## config.mk

```make
export PLATFORM = sky130hd
export DESIGN_NAME = imem_arbiter
export DESIGN_NICKNAME = d
export VERILOG_FILES = /design/src/rtl/imem_arbiter.sv
export SDC_FILE = /design/constraint.sdc
export NUM_CORES = 1
export LEC_CHECK = 0
export ABC_AREA = 1
export CORE_AREA = 2 2 98 100
export DETAILED_ROUTE_END_ITERATION = 12
export DIE_AREA = 0 0 100 102
export DONT_BUFFER_PORTS = 1
export GPL_TIMING_DRIVEN = 0
export HOLD_SLACK_MARGIN = 0.15
export PLACE_DENSITY_LB_ADDON = 0.25
export SYNTH_ARGS = -nofsm -noshare
export SYNTH_HDL_FRONTEND = slang
export SYNTH_SLANG_ARGS = --single-unit
```

## constraint.sdc

```tcl
create_clock -name clk_i -period 3.2 [get_ports clk_i]
set_clock_uncertainty 0.15 [all_clocks]
set_input_delay 0.32 -clock clk_i [delete_from_list [all_inputs] [get_ports clk_i]]
set_output_delay 0.32 -clock clk_i [all_outputs]
set_load 0.05 [all_outputs]
```

## src/rtl/imem_arbiter.sv

```systemverilog
// imem_arbiter: shares the single instruction-memory port between the
// fetch stage (reads) and the program loader (writes).
//
// After reset the core is held in BOOT and only the loader may write. The
// loader's final word starts a one-cycle FLUSH, after which both masters
// share the port in RUN with loader priority.
//
// Optional feature: define IMEM_ARB_FAIR_EN to add a starvation counter
// that forces one fetch through after STARVE_MAX consecutive contended
// loader grants. Without it, the loader has strict priority in RUN.
module imem_arbiter #(
  parameter int ADDR_W     = 32,
  parameter int DATA_W     = 32,
  parameter int STARVE_MAX = 8,
  parameter int CNT_W      = 16
) (
  input  logic              clk_i,
  input  logic              rst_ni,
  // fetch side
  input  logic              f_req_i,
  input  logic [ADDR_W-1:0] f_addr_i,
  output logic              f_gnt_o,
  output logic              f_rvalid_o,
  output logic [DATA_W-1:0] f_rdata_o,
  output logic              stall_o,
  output logic              flush_o,
  // loader side
  input  logic              l_req_i,
  input  logic [ADDR_W-1:0] l_addr_i,
  input  logic [DATA_W-1:0] l_wdata_i,
  input  logic              l_last_i,
  output logic              l_gnt_o,
  output logic              l_err_o,
  output logic [CNT_W-1:0]  words_o,
  // memory side
  output logic [ADDR_W-1:0] mem_addr_o,
  output logic              mem_we_o,
  output logic [DATA_W-1:0] mem_wdata_o,
  input  logic [DATA_W-1:0] mem_rdata_i
);

  typedef enum logic [1:0] {
    BOOT  = 2'd0,
    FLUSH = 2'd1,
    RUN   = 2'd2
  } state_e;

  state_e             state_q, state_d;
  logic               f_rvalid_q;
  logic [DATA_W-1:0]  f_rdata_q;
  logic               flush_q;
  logic               l_err_q;
  logic [CNT_W-1:0]   words_q, words_d;

  logic               f_gnt;
  logic               l_gnt;
  logic               l_aligned;
  logic               contended;
  logic               starve_hit;

  assign l_aligned = (l_addr_i[1:0] == 2'b00);
  assign contended = f_req_i && l_req_i;

`ifdef IMEM_ARB_FAIR_EN
  localparam int SW = (STARVE_MAX < 1) ? 1 : $clog2(STARVE_MAX + 1);

  logic [SW-1:0] starve_q, starve_d;

  assign starve_hit = (starve_q == SW'(STARVE_MAX));

  // Starvation counter: counts contended loader wins in RUN, clears on any
  // fetch grant and whenever RUN is left or not yet entered.
  always_comb begin
    starve_d = starve_q;
    if (state_q != RUN || state_d != RUN) begin
      starve_d = '0;
    end else if (f_gnt) begin
      starve_d = '0;
    end else if (l_gnt && f_req_i && !starve_hit) begin
      starve_d = starve_q + SW'(1);
    end
  end
`else
  // Strict priority: fetch is never forced through; STARVE_MAX has no
  // effect in this build and the comparison below is always false.
  assign starve_hit = (STARVE_MAX < 0);
`endif

  // Grant decision and next state, both from current state and requests.
  always_comb begin
    f_gnt   = 1'b0;
    l_gnt   = 1'b0;
    state_d = state_q;
    case (state_q)
      BOOT: begin
        l_gnt = l_req_i;
        if (l_gnt && l_last_i) begin
          state_d = FLUSH;
        end
      end
      FLUSH: begin
        state_d = RUN;
      end
      RUN: begin
        if (contended && starve_hit) begin
          f_gnt = 1'b1;
        end else begin
          l_gnt = l_req_i;
          f_gnt = f_req_i && !l_req_i;
        end
        if (l_gnt && l_last_i) begin
          state_d = FLUSH;
        end
      end
      default: begin
        state_d = BOOT;
      end
    endcase
  end

  // Loaded-word counter: clears at the end of FLUSH, otherwise counts
  // aligned accepted writes and sticks at all-ones.
  always_comb begin
    words_d = words_q;
    if (state_q == FLUSH) begin
      words_d = '0;
    end else if (l_gnt && l_aligned && (words_q != {CNT_W{1'b1}})) begin
      words_d = words_q + CNT_W'(1);
    end
  end

  // FSM state and all registered outputs.
  always_ff @(posedge clk_i or negedge rst_ni) begin
    if (!rst_ni) begin
      state_q    <= BOOT;
      f_rvalid_q <= 1'b0;
      f_rdata_q  <= '0;
      flush_q    <= 1'b0;
      l_err_q    <= 1'b0;
      words_q    <= '0;
`ifdef IMEM_ARB_FAIR_EN
      starve_q   <= '0;
`endif
    end else begin
      state_q    <= state_d;
      f_rvalid_q <= f_gnt;
      if (f_gnt) begin
        f_rdata_q <= mem_rdata_i;
      end
      flush_q    <= (state_d == FLUSH);
      l_err_q    <= l_gnt && !l_aligned;
      words_q    <= words_d;
`ifdef IMEM_ARB_FAIR_EN
      starve_q   <= starve_d;
`endif
    end
  end

  // Memory port mux: the loader owns the port whenever it is granted.
  always_comb begin
    mem_addr_o  = f_addr_i;
    mem_we_o    = 1'b0;
    mem_wdata_o = '0;
    if (l_gnt) begin
      mem_addr_o  = l_addr_i;
      mem_we_o    = l_aligned;
      mem_wdata_o = l_wdata_i;
    end
  end

  assign f_gnt_o    = f_gnt;
  assign l_gnt_o    = l_gnt;
  assign stall_o    = f_req_i && !f_gnt;
  assign f_rvalid_o = f_rvalid_q;
  assign f_rdata_o  = f_rdata_q;
  assign flush_o    = flush_q;
  assign l_err_o    = l_err_q;
  assign words_o    = words_q;

endmodule

```

Word level (Yosys, flattened, before mapping). Cells that the tools add are included.

Register bits: 53. Input bits: 133. Output and inout port bits: 119. Word-level logic and storage cells: 35.

Add/sub/neg operators: 1. Equal/unequal tests: 4. Mux-type cells: 11. Reduce and logical (&&, ||, !) cells: 13.

Operators by type and width (number): 32-bit two-way mux (2); 16-bit two-way mux (2); 16-bit by 1-bit adder with 16-bit output, second input constant (1); 16-bit inequality test, second input constant (1); 1-bit logical AND (7); 2-bit one-hot mux with 3 select lines (1); 2-bit by 1-bit equality test with 1-bit output, second input constant (2); 2-bit logical NOT (2); 2-bit two-way mux (2); 1-bit logical NOT (3); 1-bit two-way mux (3); 2-bit equality test, second input constant (1); 1-bit one-hot mux with 2 select lines (1); 2-bit nonzero test (1).

Logic depth before layout (Yosys ltp). Gate-level depths: netlist (run 1).

Depth in word-level cells: 7. Gate-level depth with buffers: 10. Mapped depth without buffers: 10.

Worst setup path before layout (run 1). No wires, ideal clock.

Path kind: register -> output. Start: register state_q[0]. End: output mem_addr_o[24]. Data arrival time: 1749 ps. Data required time: 2730 ps. Setup slack: 981 ps. Cell stages (with the launch flop): 5. Path buffers: 1. Cells stage by stage: dfrtp_1 nor2_8 buf_1 nand2_1 nand2_1.

Cells in the longest elaborated chain, start to end: 3. Elaborated cells on any way between the ends: 4. Classes of those cells: 1 x eq/ne; 2 x mux; 1 x reduce/logical.

Ends and longest elaborated chain: start: declaration (line 48) `state_e state_q, state_d;`; start signal: assignment (line 145) `state_q <= state_d;`; 2-bit equality test / 2-bit logical NOT (equally long branches) (line 94) `case (state_q)`; 1-bit one-hot mux with 2 select lines (*) (line 94); named net l_gnt_o (line 32) `output logic l_gnt_o,`; 32-bit two-way mux (*) (line 164) `if (l_gnt) begin`; end: declaration (line 36) `output logic [ADDR_W-1:0] mem_addr_o,`.

Mark *: on every way through the listed nets, which the timed path passes. The rest lies on a longest branch.

Worst setup path after layout (run 1).
Start: register state_q[0]. End: output mem_wdata_o[13].

Cells in the longest elaborated chain, start to end: 3. Elaborated cells on any way between the ends: 4. Classes of those cells: 1 x eq/ne; 2 x mux; 1 x reduce/logical.

Ends and longest elaborated chain: 2-bit equality test / 2-bit logical NOT (equally long branches) (line 94); 1-bit one-hot mux with 2 select lines (*) (line 94); 32-bit two-way mux (*) (line 164); end: declaration (line 38) `output logic [DATA_W-1:0] mem_wdata_o,`.

Mark *: on every way between the ends. The rest lies on a longest branch, timed or not.

==> results.toml, run 1 <==
[outcome]
status = "finished clean"

[setup_path]
rr_worst_depth = 10
slowest_stage = "nor2_1"
critical_path_class = "flop to output port"
reg2reg_to = "words_o[5]$_DFFE_PN0P_"
start_kind = "flop"
path_cells = "nor2_8 > inv_1 > buf_2 > buf_2 > nor2_1"
crit_buf_inv = 3
reg2reg_from = "words_o[0]$_DFFE_PN0P_"
slowest_delay_ns = 0.91
cp.arrival_ns = 2.41
regToRegSetupSlack_ns = 0.99
path_common_cell = "buf_2"
path_delay_family = "simple AND/OR/NAND/NOR gates"
setup.worst_path.end_class = "output port"
path_depth = 5
crit_end = "mem_wdata_o[13]"
worstPathRequired_ns = 2.73
startpoint = "state_q[0]$_DFF_PN0_"
path_max_fanout = 10

[detailed_routing]
finalWirelength_um = 10800
vias_per_cell = 4.92
wire_per_inst_um = 17.0
drtPass1Iterations = 5
drt_iter0_drc = 158
vias = 3125
drc = 0
ant_nets = 0

[clock_network]
postCtsSetupBuffers = 0
path_clk_slew_ns = 0.10
cts_tree = "done"
clk_latency_ns = 0.31
cts.sinks = 53
cts_buffers = 5
htree_levels = 2
cts_max_path_buffers = 2
cts_root_buf = "clkbuf_8"

[sta]
tns_ns = 0
post-route-period-util_pct = 90.1
worst_slew_pin_slew_ns = 1.19
whs_ns = 0.195
slew-limit-headroom_pct = 20.3
finalMaxSlewViolations = 0
clock.fmax_ghz = 0.347
finalHoldViolCount = 0
setup_viol = 0
final.min_clock_period_ns = 2.88
rsz0062_at_grt = "no"

[place]
dp_hpwl_um = 8350
dp_cells = 589
place.gp.congestion = 1.01
postPlaceCellArea_um2 = 3250
portBuffers = 0

[pwr]
finalPower_uw = 2540
power_leakage_uw = 0.00214
p_per_area_nw_per_um2 = 676
ir_drop_mv = 0.467

[die]
ios = 252
rows = 35
dieHeight_um = 102
coreArea_um2 = 9110
die_w_um = 100
die_area_um2 = 10200
start_util_pct = 34.1

[global_route]
grt_pass1_wl_um = 15200
grt_start_max_net_pins = 54
grt.total_usage_pct = 19.7
antenna_found_initial = 1
gr-total-overflow = 0
grt_pass1_vias = 2848

[yosys]
syn_area_um2 = 3110
ys_seq_area_share_pct = 42.7
synth_nets = 612
synth-seq-cells = 53
synthDistinctLibCells = 22
yosys_warnings = 0
synthCells = 478
syn_avg_cell_area_um2 = 6.50

[cells_and_area]
fin_cells = 635
stdcell_area_um2 = 3760
drive_above_1_share_pct = 7.06
fill_cells = 925
syn_to_final_growth_pct = 21.1
n_antenna_cell = 0
fin_nets = 657

[job]
maxCapViolations = 0

[worst_hold_path]
whs_path_depth = 3
holdCritPathClass = "primary input to flop"
-- worst reg2reg max path, cell delays in order, from the launching register on --
cell	delay, ns
dfrtp_1	0.71
ha_1	0.31
nand2_1	0.08
nor2_2	0.17
nand2_2	0.11
nor2_4	0.13
nor2_4	0.07
nor2_4	0.13
buf_6	0.16
nand2_1	0.06
nand2_1	0.08
-- sequential cells by signal, summed over array words and instances (netlist names) --
register,cells
f_rdata_o,32
f_rvalid_o,1
flush_o,1
l_err_o,1
state_q,2
words_o,16
-- power by group --
group / switching (µW) / internal, µW / total (µW)
combinational: 440 / 143 / 583
sequential: 665 / 810 / 1470
clock: 248 / 240 / 488
-- cells in the mapped netlist --
cell type / number / area [µm²]
nand2_1: 256 / 961
dfrtp_1: 53 / 1330
nor2_1: 51 / 191
inv_1: 50 / 188
nand3_1: 20 / 100
buf_2: 12 / 60.1
nor2_4: 5 / 56.3
a21oi_1: 4 / 20.0
xor2_1: 4 / 35.0
clkbuf_1: 3 / 11.3
nand3b_1: 3 / 22.5
nand4_1: 3 / 18.8
nor2_2: 3 / 18.8
buf_6: 2 / 22.5
nand2_2: 2 / 12.5
buf_1: 1 / 3.75
buf_4: 1 / 7.51
ha_1: 1 / 12.5
inv_2: 1 / 3.75
nand2_4: 1 / 11.3
nor2_8: 1 / 20.0
o21ai_0: 1 / 5.00
-- routing by layer --
layer	global-route usage, %	routed length (µm)
met5	0	13
met4	4.21	122
met3	7.87	1300
met2	33.3	5000
met1	23.9	4360
-- metrics by stage --
step / worst slack [ns] / util (%)
2_1_floorplan: 0.981 / -
3_3_place_gp: 0.754 / 35.6
3_5_place_dp: 0.724 / 35.6
4_1_cts: 0.360 / 41.3
5_1_grt: 0.283 / 41.3
6_report: 0.316 / 41.3
-- cells in the final DEF (no fill, tap or decap), types with 4 or more instances in the layout --
cell type / instances
a21oi_1: 4
buf_2: 12
clkbuf_8: 5
dfrtp_1: 53
dlygate4sd3_1: 37
inv_1: 50
nand2_1: 256
nand3_1: 20
nor2_1: 51
nor2_4: 5
xor2_1: 4
-- logic make-up (layout without fill, tap and decap cells) --
family | Yosys count | in the layout | synth area share [%]
xor gates and xnor gates | 4 | 4 | 1.13
DFF | 53 | 53 | 42.7
adders and majority gates | 1 | 1 | 0.403
and+or+nand+nor | 345 | 345 | 45.5
buffers and inverters | 70 | 116 | 9.54
AOI/OAI and AO/OA | 5 | 5 | 0.805
-- layout make-up --
cell class / count / area (µm²) / area share, %
multi-input combinational: 355 / 1490 / 39.5
sequential: 53 / 1330 / 35.2
timing repair buffer: 38 / 398 / 10.6
inverter: 51 / 191 / 5.09
tap: 111 / 139 / 3.69
buffer: 19 / 105 / 2.79
clock buffer: 5 / 68.8 / 1.83
clock inverter: 3 / 50.0 / 1.33
-- worst min-delay path by stage --
stage | start | end
2_1_floorplan | rst_ni | f_rdata_o[0]$_DFFE_PN0P_
3_3_place_gp | rst_ni | words_o[5]$_DFFE_PN0P_
3_5_place_dp | rst_ni | words_o[5]$_DFFE_PN0P_
4_1_cts | f_req_i | f_rdata_o[0]$_DFFE_PN0P_
5_1_grt | f_req_i | f_rdata_o[0]$_DFFE_PN0P_
6_report | f_req_i | f_rdata_o[0]$_DFFE_PN0P_
-- what timing repair did --
action | 4_1_cts | 5_1_grt
hold endpoints to repair | 89 | 0
resized for setup | 0 | 0
hold buffers | 38 | 0
Note: power is estimated with default switching activity, not from simulation.
==> run 2, diff against run 1 <==
- CORE_AREA: 2 2 98 100 -> 2 2 97 99
- DIE_AREA: 0 0 100 102 -> 0 0 99 101
==> run 2 against run 1 <==
  * Sequential cell count did not move
  * Die area fell by 2.0%
  * Via count fell by 1.9%
  * Routed wire length fell by 8.2%
  * Final area fell by 0.57%
  * Core utilization rose by 0.37 points
  * Cell count did not move
  * Setup slack got worse by 0.027 ns
  * Sequential power barely moved
  * Critical endpoint is now mem_wdata_o[31]
  * Highest routed layer is now met4
==> results.toml, run 2 (same netlist as run 1, synthesis figures left out) <==
[outcome]
status = "finished clean"

[setup_path]
worstPathRequired_ns = 2.73
rr_worst_depth = 10
critical_path_class = "flop to output port"
regToRegSetupSlack_ns = 1.00
cp.arrival_ns = 2.44
setup.worst_path.end_class = "output port"
path_delay_family = "simple AND/OR/NAND/NOR gates"
startpoint = "state_q[0]$_DFF_PN0_"
path_depth = 4
path_cells = "nor2_8 > inv_1 > clkbuf_1 > nor2_1"
start_kind = "flop"
slowest_delay_ns = 1.05
slowest_stage = "nor2_1"
path_max_fanout = 10
reg2reg_from = "words_o[0]$_DFFE_PN0P_"
crit_buf_inv = 2
reg2reg_to = "words_o[14]$_DFFE_PN0P_"

[sta]
whs_ns = 0.212
tns_ns = 0
worst_slew_pin_slew_ns = 1.33
rsz0062_at_grt = "no"
finalHoldViolCount = 0
post-route-period-util_pct = 91.0
finalMaxSlewViolations = 0
setup_viol = 0
clock.fmax_ghz = 0.343
slew-limit-headroom_pct = 11.0
final.min_clock_period_ns = 2.91

[detailed_routing]
drc = 0
vias = 3067
vias_per_cell = 4.83
drtPass1Iterations = 4
finalWirelength_um = 9900
drt_iter0_drc = 97
wire_per_inst_um = 15.6
ant_nets = 0

[die]
ios = 252
die_area_um2 = 10000
rows = 35
coreArea_um2 = 8980
start_util_pct = 34.6
die_w_um = 99
dieHeight_um = 101

[cells_and_area]
largest_reg_flops = 32
fill_cells = 919
drive_above_1_share_pct = 7.06
n_antenna_cell = 0
fin_cells = 635
layout_common_cells = "256 x nand2_1, 53 x dfrtp_1, 51 x nor2_1"
layout_commonest_cell = "nand2_1"
fin_nets = 657
syn_to_final_growth_pct = 20.4

[global_route]
gr-total-overflow = 0
grt_start_max_net_pins = 54
antenna_found_initial = 0
grt_pass1_wl_um = 15000
grt_pass1_vias = 2961
grt.total_usage_pct = 19.0

[worst_hold_path]
hold-path-endpoint = "f_rdata_o[1]$_DFFE_PN0P_"
whs_path_depth = 3
holdCritPathClass = "primary input to flop"
hold_start = "f_req_i"

[clock_network]
path_clk_slew_ns = 0.11
cts_resized = 0
cts_tree = "done"
clk_latency_ns = 0.31
cts_root_buf = "clkbuf_8"
cts_max_path_buffers = 2
htree_levels = 2
cts.sinks = 53
cts_buffers = 5

[place]
portBuffers = 0
place.gp.congestion = 0.923
dp_cells = 589
dp_hpwl_um = 7450

[pwr]
ir_drop_mv = 0.414
p_per_area_nw_per_um2 = 655
power_leakage_uw = 0.00214

[job]
maxCapViolations = 0
## run 2: cell count changes in the layout (fill, tap and decap cells not counted)
| cell | previous run | this run |
|---|---|---|
| bufinv_16 | 1 | 0 |
| inv_6 | 0 | 1 |
## run 2: worst max-delay path by stage
| stage | to | slack, ns |
|---|---|---|
| floorplan | mem_addr_o[24] | 0.98 |
| global placement | mem_wdata_o[31] | 0.67 |
| detailed placement | mem_wdata_o[31] | 0.63 |
| CTS | mem_wdata_o[31] | 0.27 |
| global route | mem_wdata_o[31] | 0.19 |
| finish | mem_wdata_o[31] | 0.29 |
## run 2: through the flow
step           setup slack (ns)  total power [µW]  util [%]  instance area (µm²)
2_1_floorplan             0.981              1900         -                 3110
3_3_place_gp              0.668              1980      36.2                 3250
3_5_place_dp              0.634              1990      36.2                 3250
4_1_cts                   0.269              2480      41.7                 3740
5_1_grt                   0.189              2570      41.7                 3740
6_report                  0.289              2450      41.7                 3740
## run 2: where the power goes
part / leakage, µW / internal (µW) / switching, µW
Combinational: 0.00140 / 143 / 422
Sequential: 0.000689 / 810 / 659
Clock: 0.0000506 / 164 / 252
## run 2: repair_timing
item,CTS,global route
hold buffers,38,0
endpoints found under the hold margin,89,0
buffers inserted,0,0
## run 2: final cells by class
cell class                 count  area, µm²  area share, %
timing repair buffer          38        398           10.6
tap                          111        139           3.71
inverter                      51        191           5.12
buffer                        19        105           2.81
clock buffer                   5       68.8           1.84
sequential                    53       1330           35.4
clock inverter                 3       28.8          0.769
multi-input combinational    355       1490           39.7
## run 2: metal layers
metal | vias up | global-route usage (%) | wire length (µm)
met5 | - | 0 | 0
li1 | 1503 | - | -
met4 | 0 | 2.95 | 39
met3 | 4 | 6.87 | 1090
met2 | 169 | 33.0 | 4710
met1 | 1391 | 23.3 | 4060
## run 2: worst reg2reg max path, delay by kind of cell (launching register included)
family                   cells  cell delay (ns)
adder cells (fa/ha/maj)      1             0.32
buffers and inverters        1             0.16
flip-flops                   1             0.72
AND/OR/NAND/NOR              8             0.81
